`src/rtl/wsp_scan_sequencer_if.sv`:
```
// Interface bundling the controller-side command/status signals and the WSP wrapper signals.
// The master modport is the test controller plus wrapper side; the slave modport is the sequencer.
interface wsp_scan_sequencer_if #(
    parameter int DR_W  = 12,
    parameter int CNT_W = 4
);
    logic             start;
    logic             abort;
    logic             op_ir;
    logic [CNT_W-1:0] dr_len;
    logic [DR_W-1:0]  tx_data;
    logic             busy;
    logic             done;
    logic [DR_W-1:0]  rx_data;

    logic             WSO;
    logic             SelectWIR;
    logic             CaptureWR;
    logic             ShiftWR;
    logic             UpdateWR;
    logic             WSI;

    modport master (
        output start, abort, op_ir, dr_len, tx_data, WSO,
        input  busy, done, rx_data, SelectWIR, CaptureWR, ShiftWR, UpdateWR, WSI
    );

    modport slave (
        input  start, abort, op_ir, dr_len, tx_data, WSO,
        output busy, done, rx_data, SelectWIR, CaptureWR, ShiftWR, UpdateWR, WSI
    );
endinterface

```
`src/rtl/wsp_scan_sequencer.sv`:
```
// IEEE 1500 WSP scan sequencer: runs one WIR or WDR scan per start strobe with registered outputs.
// Optional WSO capture into rx_data is enabled by defining WSO_CAPTURE_EN.
module wsp_scan_sequencer #(
    parameter int IR_W  = 3,
    parameter int DR_W  = 12,
    parameter int CNT_W = 4
) (
    input logic                 WRCK,
    input logic                 WRSTN,
    wsp_scan_sequencer_if.slave bus
);

    typedef enum logic [2:0] {
        S_IDLE,
        S_SETUP,
        S_CAPTURE,
        S_SHIFT,
        S_UPDATE,
        S_DONE
    } state_t;

    localparam logic [CNT_W-1:0] IR_LEN = CNT_W'(IR_W);
    localparam logic [CNT_W-1:0] DR_MAX = CNT_W'(DR_W);

    state_t           state;
    state_t           next_state;
    logic             accept;
    logic [CNT_W-1:0] start_len;
    logic [CNT_W-1:0] len_q;
    logic [CNT_W-1:0] cnt_q;
    logic             op_ir_q;
    logic [DR_W-1:0]  sreg_q;

    logic             select_wir_q;
    logic             capture_q;
    logic             shift_q;
    logic             update_q;
    logic             wsi_q;
    logic             busy_q;
    logic             done_q;

    always_comb begin
        start_len = bus.dr_len;
        if (bus.op_ir) begin
            start_len = IR_LEN;
        end else if (bus.dr_len > DR_MAX) begin
            start_len = DR_MAX;
        end
    end

    // Abort overrides every transition except in IDLE, where start keeps priority.
    always_comb begin
        next_state = state;
        accept     = 1'b0;
        case (state)
            S_IDLE: begin
                if (bus.start) begin
                    next_state = S_SETUP;
                    accept     = 1'b1;
                end
            end
            S_SETUP:   next_state = S_CAPTURE;
            S_CAPTURE: next_state = (len_q == '0) ? S_UPDATE : S_SHIFT;
            S_SHIFT: begin
                if (cnt_q == '0) begin
                    next_state = S_UPDATE;
                end
            end
            S_UPDATE:  next_state = S_DONE;
            S_DONE:    next_state = S_IDLE;
            default:   next_state = S_IDLE;
        endcase
        if (bus.abort && state != S_IDLE) begin
            next_state = S_IDLE;
        end
    end

    always_ff @(posedge WRCK or negedge WRSTN) begin
        if (!WRSTN) begin
            state   <= S_IDLE;
            len_q   <= '0;
            cnt_q   <= '0;
            op_ir_q <= 1'b0;
            sreg_q  <= '0;
        end else begin
            state <= next_state;
            if (accept) begin
                op_ir_q <= bus.op_ir;
                len_q   <= start_len;
                sreg_q  <= bus.tx_data;
            end else if (next_state == S_SHIFT) begin
                sreg_q <= sreg_q >> 1;
            end
            if (state == S_CAPTURE) begin
                cnt_q <= len_q - 1'b1;
            end else if (state == S_SHIFT && cnt_q != '0) begin
                cnt_q <= cnt_q - 1'b1;
            end
        end
    end

    // Outputs are decoded from the next state so every pin comes straight from a flop.
    always_ff @(posedge WRCK or negedge WRSTN) begin
        if (!WRSTN) begin
            select_wir_q <= 1'b0;
            capture_q    <= 1'b0;
            shift_q      <= 1'b0;
            update_q     <= 1'b0;
            wsi_q        <= 1'b0;
            busy_q       <= 1'b0;
            done_q       <= 1'b0;
        end else begin
            select_wir_q <= (next_state == S_IDLE) ? 1'b0 : (accept ? bus.op_ir : op_ir_q);
            capture_q    <= (next_state == S_CAPTURE);
            shift_q      <= (next_state == S_SHIFT);
            update_q     <= (next_state == S_UPDATE);
            wsi_q        <= (next_state == S_SHIFT) ? sreg_q[0] : 1'b0;
            busy_q       <= (next_state == S_SETUP) || (next_state == S_CAPTURE) ||
                            (next_state == S_SHIFT) || (next_state == S_UPDATE);
            done_q       <= (next_state == S_DONE);
        end
    end

    assign bus.SelectWIR = select_wir_q;
    assign bus.CaptureWR = capture_q;
    assign bus.ShiftWR   = shift_q;
    assign bus.UpdateWR  = update_q;
    assign bus.WSI       = wsi_q;
    assign bus.busy      = busy_q;
    assign bus.done      = done_q;

`ifdef WSO_CAPTURE_EN
    logic [DR_W-1:0]  rx_q;
    logic [CNT_W-1:0] rx_idx;

    // The counter runs N-1 down to 0, so the bit index of the current shift cycle is N-1-cnt.
    assign rx_idx = len_q - 1'b1 - cnt_q;

    always_ff @(posedge WRCK or negedge WRSTN) begin
        if (!WRSTN) begin
            rx_q <= '0;
        end else if (accept) begin
            rx_q <= '0;
        end else if (state == S_SHIFT) begin
            rx_q[rx_idx] <= bus.WSO;
        end
    end

    assign bus.rx_data = rx_q;
`else
    logic unused_wso;
    assign unused_wso  = bus.WSO;
    assign bus.rx_data = '0;
`endif

endmodule

```
`src/flat_wrapper.sv`:
```
// flat-port wrapper written by rule: the top's interface ports become plain ports
module wsp_scan_sequencer_flat 
#(
    parameter int IR_W  = 3,
    parameter int DR_W  = 12,
    parameter int CNT_W = 4
)
  (WRCK, WRSTN, bus_start, bus_abort, bus_op_ir, bus_dr_len, bus_tx_data, bus_WSO, bus_busy, bus_done, bus_rx_data, bus_SelectWIR, bus_CaptureWR, bus_ShiftWR, bus_UpdateWR, bus_WSI);
  wsp_scan_sequencer_if #(.DR_W(DR_W), .CNT_W(CNT_W)) bus_i ();
  input logic WRCK;
  input logic WRSTN;
  input wire logic [$bits(bus_i.start)-1:0] bus_start;
  input wire logic [$bits(bus_i.abort)-1:0] bus_abort;
  input wire logic [$bits(bus_i.op_ir)-1:0] bus_op_ir;
  input wire logic [$bits(bus_i.dr_len)-1:0] bus_dr_len;
  input wire logic [$bits(bus_i.tx_data)-1:0] bus_tx_data;
  input wire logic [$bits(bus_i.WSO)-1:0] bus_WSO;
  output wire logic [$bits(bus_i.busy)-1:0] bus_busy;
  output wire logic [$bits(bus_i.done)-1:0] bus_done;
  output wire logic [$bits(bus_i.rx_data)-1:0] bus_rx_data;
  output wire logic [$bits(bus_i.SelectWIR)-1:0] bus_SelectWIR;
  output wire logic [$bits(bus_i.CaptureWR)-1:0] bus_CaptureWR;
  output wire logic [$bits(bus_i.ShiftWR)-1:0] bus_ShiftWR;
  output wire logic [$bits(bus_i.UpdateWR)-1:0] bus_UpdateWR;
  output wire logic [$bits(bus_i.WSI)-1:0] bus_WSI;
  assign bus_i.start = bus_start;
  assign bus_i.abort = bus_abort;
  assign bus_i.op_ir = bus_op_ir;
  assign bus_i.dr_len = bus_dr_len;
  assign bus_i.tx_data = bus_tx_data;
  assign bus_i.WSO = bus_WSO;
  assign bus_busy = bus_i.busy;
  assign bus_done = bus_i.done;
  assign bus_rx_data = bus_i.rx_data;
  assign bus_SelectWIR = bus_i.SelectWIR;
  assign bus_CaptureWR = bus_i.CaptureWR;
  assign bus_ShiftWR = bus_i.ShiftWR;
  assign bus_UpdateWR = bus_i.UpdateWR;
  assign bus_WSI = bus_i.WSI;
  wsp_scan_sequencer #(.IR_W(IR_W), .DR_W(DR_W), .CNT_W(CNT_W)) u_core (.WRCK(WRCK), .WRSTN(WRSTN), .bus(bus_i));
endmodule
```
`config.mk`:
```
export PLATFORM = sky130hd
export DESIGN_NAME = wsp_scan_sequencer_flat
export DESIGN_NICKNAME = d
export VERILOG_FILES = /design/src/rtl/wsp_scan_sequencer_if.sv /design/src/rtl/wsp_scan_sequencer.sv /design/src/flat_wrapper.sv
export SDC_FILE = /design/constraint.sdc
export NUM_CORES = 1
export LEC_CHECK = 0
export ABC_CLOCK_PERIOD_IN_PS = 1600
export CAP_MARGIN = 15
export CELL_PAD_IN_SITES_DETAIL_PLACEMENT = 1
export CELL_PAD_IN_SITES_GLOBAL_PLACEMENT = 1
export CORE_MARGIN = 3
export CORE_UTILIZATION = 30
export DETAILED_ROUTE_END_ITERATION = 16
export PLACE_DENSITY = 0.69
export SLEW_MARGIN = 10
export SYNTH_ARGS = -nofsm -noshare
export SYNTH_HDL_FRONTEND = slang
export SYNTH_SLANG_ARGS = --single-unit
```
`constraint.sdc`:
```
create_clock -name WRCK -period 1.6 [get_ports WRCK]
set_input_delay 0.16 -clock WRCK [delete_from_list [all_inputs] [get_ports WRCK]]
set_output_delay 0.16 -clock WRCK [all_outputs]
set_load 0.05 [all_outputs]
```
==> results.yml <==
status:
  status: "complete, but fails checks"
  violations_in_the_final_reports: "setup timing"
grt:
  antenna_violations_before_repair: 0
  via_count_of_the_first_global_routing_pass: 1514
  grt.total_usage_pct: 15.59
  grt_max_degree: 32
  grt-ovfl-total: 0
  grt_first_pass_wirelength_mm: 7.672
cells_and_area:
  finish.cell_count_without_fillers: 301
  utilization_pct: 47.25
  layout.cells.most_common_list: "buf_4, dfrtp_1, clkdlybuf4s50_1"
  n_fill_cell: 590
  final_common_cell: "buf_4"
  drive_above_1_share_pct: 40.26
  layout.nets: 253
  layout-area-overhead-vs-synth_pct: 48.61
  n_antenna_cell: 0
power_and_ir_drop:
  fin_total_pwr_mw: 5.183
  cellLeakagePower_nw: 1.058
  p_sw_mw: 2.259
  clkPwrFrac_pct: 11.7
  share_comb_of_total_power_pct: 61.9
  seqPwrFrac_pct: 26.5
  power_density_nw_per_um2: 2094
  worst_ir_drop_vdd_v: 0.001054
  power.internal_mw: 2.924
  netSwitchingFraction_pct: 43.59
setup_path:
  timing.reg2reg.worst_path_depth: 6
  crit_path_end_kind: "flip-flop"
  startpoint_kind_of_the_worst_setup_timing_path: "flip-flop"
  critical_path_s_largest_stage_delay_ns: 0.58
  required_ns: 1.80
  cp-startpoint: "u_core.len_q[2]"
  crit_chain: "or4_4 -> buf_6 -> mux2i_2 -> a22oi_2 -> nor2_4 -> xor2_1"
  path_max_fanout: 4
  regToRegStartpoint: "u_core.len_q[2]"
  arr_time_crit_path_ns: 2.05
  worstSetupPathType: "reg -> reg"
  critical-path-slowest-cell: "or4_4"
timing:
  finalMaxSlewViolations: 0
  skew_ns: 0.006907
  unrepaired_setup_endpoints_after_global_routing: "yes"
  finalHoldViolCount: 0
  achievable-frequency_ghz: 0.5413
  final.min_clock_period_ns: 1.847
  final-setup-viol-count: 22
  setup_total_negative_slack_ns: -3.195
  timing.final.ws_setup_ns: -0.2473
  fin_crit_sh_pct: 115.5
logic_synthesis:
  ys_types: 43
  ys_ff_latch: 31
  ys_dominant_reg_cell: "dfrtp_1"
  synth_area_sq_um: 1665
  ys_warnings: 0
  post_synth_inst_count: 170
  synth-seq-area-share_pct: 46.58
  asyncSetResetFlopFracSynth_pct: 100.0
  number_of_enable_type_register_cells_in_the_synthesized_netlist: 0
  synthesis.area_per_instance_sq_um: 9.796
floorplan:
  core_area_sq_um: 5238
  initial_core_utilization_pct: 31.80
  die-height_um: 80.51
  dieWidth_um: 80.51
  row_count: 26
  floorplan.io_pins: 41
  floorplan.die_area_sq_um: 6481
drt:
  vias_per_cell: 4.824
  routed-via-count: 1452
  detail_route.iter0.violations: 83
  drc: 0
  detailedRoute.firstPassIterationCount: 4
  detail_route.wirelength_mm: 4.648
  detail_route.wl_per_cell_um: 15.44
  detail-route-antenna-nets: 0
clocking:
  cts_root_buffer: "clkbuf_8"
  clkTransAtPathRegs_ns: 0.07
  number_of_h_tree_branching_levels: 2
  cts_tree: "done"
  cts_max_path_buffers: 2
  inserted_clock_buffers: 5
  numClockSinks: 31
  clock_latency_ns: 0.28
job:
  max_cap_viol_count: 0
place:
  placed_cells_incl_taps: 286
  post-dp-hpwl_mm: 3.174
  port_buffers: 27
  gp_routability_congestion: 0.8360
worst_hold_path:
  worst_hold_path_type: "in -> async"
-- critical path: cells and delay by family (launching register included) --
family,cells,cell delay (ns)
buffers and inverters,1,0.16
DFF,1,0.39
AOI/OAI and AO/OA,1,0.13
and+or+nand+nor,2,0.75
muxes,1,0.19
xor gates and xnor gates,1,0.16
-- final timing paths --
check                           slack [ns]           endpoint
worst min register to register        0.52     u_core.op_ir_q
worst max-delay path                 -0.25    u_core.bus.busy
worst max register to register       -0.25    u_core.bus.busy
worst min-delay path                  0.29    u_core.len_q[2]
max in group asynchronous             0.99    u_core.state[0]
min in group WRCK                     0.46  u_core.sreg_q[11]
-- registers in the layout, summed over array words and instances (netlist names) --
register,cells
u_core.bus.busy,1
u_core.op_ir_q,1
u_core.state,3
u_core.bus.SelectWIR,1
u_core.bus.UpdateWR,1
u_core.bus.ShiftWR,1
u_core.bus.done,1
u_core.sreg_q,12
u_core.bus.CaptureWR,1
u_core.bus.WSI,1
u_core.len_q,4
u_core.cnt_q,4
-- synthesized netlist by cell type (all sizes together), types with 2 or more instances --
| cell | number | area, sq um |
|---|---|---|
| inv | 4 | 17.52 |
| a22o | 3 | 26.28 |
| a21oi | 3 | 15.01 |
| a31oi | 12 | 81.33 |
| nor3 | 3 | 15.01 |
| nor4 | 2 | 27.53 |
| nand2b | 3 | 18.77 |
| buf | 20 | 160.2 |
| nor2 | 15 | 58.81 |
| mux2i | 3 | 30.03 |
| dfrtp | 31 | 775.7 |
| nand3 | 12 | 65.06 |
| o21ai | 21 | 105.1 |
| nand2 | 12 | 47.55 |
| o21a | 2 | 15.01 |
| o31ai | 3 | 22.52 |
| or4 | 2 | 22.52 |
| clkbuf | 3 | 11.26 |
-- power groups by stage --
stage / Combinational [mW] / Sequential (mW) / Clock [mW]
finish: 3.21 / 1.37 / 0.605
global route: 3.50 / 1.42 / 0.674
CTS: 2.93 / 1.35 / 0.626
detailed placement: 2.77 / 1.36 / 0
global placement: 2.72 / 1.34 / 0
floorplan: 1.68 / 1.52 / 0
-- metrics by stage --
stage          setup WS [ns]  hold WS (ns)  instance area (sq um)
3_3_place_gp         -0.1665        0.4778                   2215
5_1_grt              -0.2868        0.3245                   2475
3_5_place_dp         -0.2089        0.5072                   2215
2_1_floorplan        -0.1071       -0.1356                   1789
6_report             -0.2473        0.2894                   2475
4_1_cts              -0.1851        0.3066                   2362
-- kinds of logic (layout without fill, tap and decap cells) --
logic type | after synthesis | count (layout) | share of synthesized area [%]
xor+xnor | 2 | 2 | 1.052
other cells | 1 | 12 | 0.2252
compound gates | 50 | 50 | 19.53
flops | 31 | 31 | 46.58
buf+inv | 27 | 77 | 11.34
mux | 4 | 4 | 2.479
simple gates | 54 | 54 | 18.03
fa+ha+maj | 1 | 1 | 0.7512
-- layout make-up --
cell class                      count  area [sq um]  area share, %
Timing Repair Buffer               65         611.8          24.72
Tap cell                           70         87.58          3.539
Multi-Input combinational cell    123         890.9          36.00
Clock buffer                        6         72.57          2.932
Sequential cell                    31         777.0          31.40
Inverter                            4         22.52         0.9100
Clock inverter                      2         12.51         0.5056
-- layer usage --
layer,vias to the layer above,part of all wire (%),global-route usage (%)
li1,697,-,-
met1,717,45,21.72
met2,32,50,23.10
met3,6,3.8,3.251
met4,0,1.9,6.926
met5,-,0,0
-- what timing repair did --
action / CTS / global route
cloned: 0 / 1
hold buffers: 0 / 0
pin swaps: 5 / 16
buffers inserted: 4 / 2
endpoints found under the setup margin: 21 / 27
resized for setup: 9 / 18
Note: power is estimated with default switching activity, not from simulation.
